[src/rtl/rf_seq_ctrl.sv]
// Multi-cycle fetch/decode/execute sequencer driving a 4x8 register file.
// Optional retired-instruction counter enabled by defining RF_SEQ_RETIRE_CNT_EN.
module rf_seq_ctrl #(
    parameter int              PC_W       = 8,
    parameter logic [PC_W-1:0] START_ADDR = '0
) (
    input  logic            clk,
    input  logic            rst_n,
    input  logic            start,
    output logic [PC_W-1:0] imem_addr,
    input  logic [7:0]      imem_data,
    output logic            rf_we,
    output logic [1:0]      rf_rd,
    output logic [1:0]      rf_rs1,
    output logic [1:0]      rf_rs2,
    output logic [7:0]      rf_wd,
    input  logic [7:0]      rf_rs1_out,
    input  logic [7:0]      rf_rs2_out,
    output logic            busy,
    output logic            halted,
    output logic            zero,
    output logic [15:0]     instr_count
);

    typedef enum logic [2:0] {
        S_IDLE,
        S_FETCH,
        S_DECODE,
        S_EXEC,
        S_IMM,
        S_WB,
        S_HALT
    } state_t;

    localparam logic [1:0] OP_ADD  = 2'b00;
    localparam logic [1:0] OP_SUB  = 2'b01;
    localparam logic [1:0] OP_AND  = 2'b10;
    localparam logic [1:0] OP_SPEC = 2'b11;

    state_t          state, state_nxt;
    logic [PC_W-1:0] pc, pc_nxt;
    logic [7:0]      ir, ir_nxt;
    logic [7:0]      result, result_nxt;
    logic            zero_nxt;

    logic [1:0] op;
    assign op = ir[7:6];

    always_ff @(posedge clk or negedge rst_n) begin
        if (!rst_n) begin
            state  <= S_IDLE;
            pc     <= START_ADDR;
            ir     <= '0;
            result <= '0;
            zero   <= 1'b0;
        end else begin
            state  <= state_nxt;
            pc     <= pc_nxt;
            ir     <= ir_nxt;
            result <= result_nxt;
            zero   <= zero_nxt;
        end
    end

    always_comb begin
        state_nxt  = state;
        pc_nxt     = pc;
        ir_nxt     = ir;
        result_nxt = result;
        zero_nxt   = zero;
        case (state)
            S_IDLE, S_HALT: begin
                if (start) begin
                    state_nxt = S_FETCH;
                    pc_nxt    = START_ADDR;
                end
            end
            S_FETCH: begin
                ir_nxt    = imem_data;
                pc_nxt    = pc + PC_W'(1);
                state_nxt = S_DECODE;
            end
            S_DECODE: begin
                if (op == OP_SPEC) begin
                    case (ir[1:0])
                        2'b00:   state_nxt = S_IMM;
                        2'b11:   state_nxt = S_HALT;
                        default: state_nxt = S_FETCH;
                    endcase
                end else begin
                    state_nxt = S_EXEC;
                end
            end
            S_EXEC: begin
                case (op)
                    OP_ADD:  result_nxt = rf_rs1_out + rf_rs2_out;
                    OP_SUB:  result_nxt = rf_rs1_out - rf_rs2_out;
                    OP_AND:  result_nxt = rf_rs1_out & rf_rs2_out;
                    default: result_nxt = result;
                endcase
                state_nxt = S_WB;
            end
            S_IMM: begin
                result_nxt = imem_data;
                pc_nxt     = pc + PC_W'(1);
                state_nxt  = S_WB;
            end
            S_WB: begin
                zero_nxt  = (result == 8'h00);
                state_nxt = S_FETCH;
            end
            default: state_nxt = S_IDLE;
        endcase
    end

    // Write strobe is decoded straight from state so an async reset drops it at once
    assign rf_we     = (state == S_WB);
    assign busy      = state inside {S_FETCH, S_DECODE, S_EXEC, S_IMM, S_WB};
    assign halted    = (state == S_HALT);
    assign imem_addr = pc;
    assign rf_rd     = ir[5:4];
    assign rf_rs1    = ir[3:2];
    assign rf_rs2    = ir[1:0];
    assign rf_wd     = result;

`ifdef RF_SEQ_RETIRE_CNT_EN
    logic        retire;
    logic [15:0] cnt;

    // NOPs retire straight out of DECODE; HALT never retires
    assign retire = (state == S_WB) ||
                    (state == S_DECODE && op == OP_SPEC &&
                     (ir[1:0] == 2'b01 || ir[1:0] == 2'b10));

    always_ff @(posedge clk or negedge rst_n) begin
        if (!rst_n) begin
            cnt <= '0;
        end else if (retire) begin
            cnt <= cnt + 16'd1;
        end
    end

    assign instr_count = cnt;
`else
    assign instr_count = '0;
`endif

endmodule

[config.mk]
export PLATFORM = sky130hd
export DESIGN_NAME = rf_seq_ctrl
export DESIGN_NICKNAME = d
export VERILOG_FILES = /design/src/rtl/rf_seq_ctrl.sv
export SDC_FILE = /design/constraint.sdc
export NUM_CORES = 1
export LEC_CHECK = 0
export ABC_AREA = 1
export CAP_MARGIN = 20
export CORE_ASPECT_RATIO = 0.9
export CORE_MARGIN = 4
export CORE_UTILIZATION = 44
export CTS_BUF_LIST = sky130_fd_sc_hd__clkbuf_4
export CTS_CLUSTER_SIZE = 25
export DETAILED_ROUTE_END_ITERATION = 10
export PLACE_DENSITY = 0.79
export SLEW_MARGIN = 0
export SYNTH_ARGS = -nofsm -noshare
export SYNTH_HDL_FRONTEND = slang
export SYNTH_SLANG_ARGS = --single-unit
[constraint.sdc]
create_clock -name clk -period 1.8 [get_ports clk]
set_input_delay 0.36 -clock clk [delete_from_list [all_inputs] [get_ports clk]]
set_output_delay 0.36 -clock clk [all_outputs]
set_load 0.01 [all_outputs]
==> flow_summary.yaml <==
clock_network:
  clk_latency_ps: 350
  cts_hold_buf: 0
  cts_sinks: 28
  clk_pin_slew_ps: 160
  h-tree-depth: 1
  cts_tree: "built"
  cts_buffers: 3
  clockRootBuffer: "clkbuf_4"
  cts_max_path_buffers: 2
setup_path:
  crit_arrival_ps: 2250
  path_max_fanout: 6
  r2r-end: "rf_wd[6]"
  worstReg2RegStart: "ir[7]"
  crit_type: "reg2reg"
  worstPathRequired_ps: 2070
  critPathLaunchType: "register"
  end_kind: "register"
  ff2ff_path_depth: 16
  rrSetupSlack_ps: -180
detailed_routing:
  drc: 0
  detail-route-antenna-nets: 0
  wl_per_cell_um: 13.8
  dr_total_vias: 2287
  first_pass_iters: 4
  drt-total-wl_um: 6400
  via_per_inst: 4.94
  drt_iter0_markers: 107
power:
  power_leakage_nw: 1.68
  p_per_area_nw_per_um2: 1640
  vdd_drop_max_mv: 0.953
synthesis:
  yosys.area.top_type_share_pct: 31.1
  synth_mux_area_share_pct: 3.44
  synth_top_family_by_area: "simple AND/OR/NAND/NOR gates"
  ys_ff_latch: 28
  netlist_area_um2: 2260
  synth-seq-area-share_pct: 31.1
  synth_top_flop_cell: "dfrtp_1"
  synthAdderAreaFrac_pct: 6.99
  synthDistinctLibCells: 39
  netlist_top_cells_count: "60 x nand2_1, 41 x inv_1, 31 x nand3_1"
  synth-xor-area-share_pct: 2.72
  syn_inst: 298
  yosysTopAreaCell: "dfrtp_1"
  ys_warn_count: 0
  synth-compound-area-share_pct: 11.0
  synth.most_common_cell: "nand2_1"
  avgSynthCellArea_um2: 7.57
  synth_area_leaders: "dfrtp_1 31%, nand2_1 10%, buf_4 7.3%, nand3_1 6.9%, inv_1 6.8%"
  synth_edf_count: 0
  synth-simple-area-share_pct: 27.6
  synthArstFlopShare_pct: 100
placement:
  hpwlAfterDp_um: 4670
  routabilityCongestion: 0.880
  dp.cells: 440
  portBuffers: 52
global_route:
  grt_pass1_vias: 2348
  grt_max_degree: 29
  grt_pass1_wl_um: 10300
  antenna_found_initial: 0
  grt.overflow.total: 0
  grt_usage_pct: 19.4
cells_and_area:
  drive_above_1_share_pct: 30.7
  fin_util_pct: 68.7
  fillCellCount: 406
  insertedDiodeCount: 0
  instances_no_fill: 463
  area_delta_synth_final_pct: 49.0
  multi_input_area_um2: 1390
  seq_area_um2: 704
  nets: 438
floorplanning:
  die_area_um2: 6340
  start_util_pct: 46.1
  die-width_um: 83.5
  io_pins: 69
  fp-row-count: 24
  core_area_um2: 4890
  die_h_um: 75.9
status:
  status: "finished with violations"
  violations: "negative setup slack"
min_path:
  min_path_type: "in2async"
timing:
  hold_viol: 0
  finClkSkew_ps: 5.84
  setup_viol_count_final: 7
  min_period_over_period_pct: 110
  final.setup.worst_slack_ps: -182
  timing.fmax_mhz: 505
  rsz0062_at_grt: "true"
  timing.final.max_slew_violations: 0
  hold_slack_ps: 360
  fin_crit_ps: 1980
run:
  cap_violations: 0
through the flow:
stage / setup slack (ps) / cell area, um^2 / setup TNS (ps) / power [mW]
floorplan: -153 / 2380 / -262 / 3.23
global placement: -909 / 3030 / -5420 / 4.32
detailed placement: -961 / 3030 / -5880 / 4.43
CTS: -194 / 3250 / -536 / 5.18
global route: -346 / 3360 / -1560 / 5.97
finish: -182 / 3360 / -726 / 5.51
flip-flops by register name, summed over array words and instances (netlist names):
register	flops
ir	8
state	3
imem_addr	8
rf_wd	8
zero	1
power by group:
| part | internal [mW] | total (mW) | switching [mW] | leakage, nW |
|---|---|---|---|---|
| Combinational | 1.93 | 3.91 | 1.98 | 1.31 |
| Sequential | 0.916 | 1.17 | 0.258 | 0.345 |
| Clock | 0.226 | 0.429 | 0.203 | 0.0279 |
metal layers:
metal  part of all wire [%]  global-route usage (%)
met1                     40                    22.6
met5                      0                       0
met3                    3.7                    2.28
met4                    2.4                    7.56
met2                     54                    36.1
logic make-up (layout without fill, tap and decap cells):
group,after synthesis,count (layout)
other,1,16
buffers and inverters,71,156
AO/OA/AOI/OAI,39,39
flip-flops,28,28
multiplexers,7,7
XOR/XNOR,7,7
AND/OR/NAND/NOR,133,133
adder cells (fa/ha/maj),12,12
timing repair:
item | CTS | global route
setup endpoints to repair | 10 | 11
resized for setup | 41 | 20
pin swaps | 18 | 13
buffers inserted | 13 | 6
cell usage in the layout, fill, tap and decap left out, types with 2 or more instances in the layout:
cell,n
buf_6,4
nand2_4,5
nand3_1,27
o22ai_1,4
nand3b_1,3
inv_4,2
inv_6,2
inv_2,7
nand3_2,3
a21oi_1,8
nand2_2,9
ha_4,4
dfrtp_2,3
dfrtp_1,25
nand2_1,52
nand4_1,4
buf_2,4
conb_1,16
o21ai_2,2
mux2_2,6
o21ai_1,4
clkbuf_4,3
dlygate4sd2_1,4
ha_1,7
nor2_1,21
o21ai_0,8
xor2_1,6
nor2_2,2
nor3_1,2
nand3_4,2
a21oi_2,3
inv_1,34
clkdlybuf4s50_1,44
buf_4,49
worst max-delay path, cell delays in order (launching register included):
cell,delay (ps)
dfrtp_1,420
inv_2,80
nand2_4,80
buf_6,130
nand2_4,50
xor2_1,170
inv_1,100
ha_4,300
nand2_2,50
inv_2,50
nand4_1,100
nand3_1,110
nand2_1,60
nand3_1,60
nand2_1,50
nand2_1,50
nand2_1,40
worst max path at each step:
| stage | to | slack, ps | start |
|---|---|---|---|
| after floorplan | rf_wd[7] | -150 | rf_rs2_out[1] |
| after global routing | rf_wd[6] | -350 | ir[7] |
| after global placement | rf_wd[7] | -910 | rf_rs2_out[1] |
| after detailed placement | rf_wd[7] | -960 | rf_rs2_out[1] |
| final | rf_wd[6] | -180 | ir[7] |
| after CTS | rf_wd[7] | -190 | ir[7] |
cell type report:
| type | count | area share [%] |
|---|---|---|
| multi-input combinational | 214 | 41.5 |
| timing repair buffer | 106 | 27.6 |
| sequential | 28 | 21.0 |
| inverter | 46 | 5.96 |
| tap | 65 | 2.42 |
| clock inverter | 1 | 0.894 |
| clock buffer | 3 | 0.670 |
(Power assumes the default switching activity.)
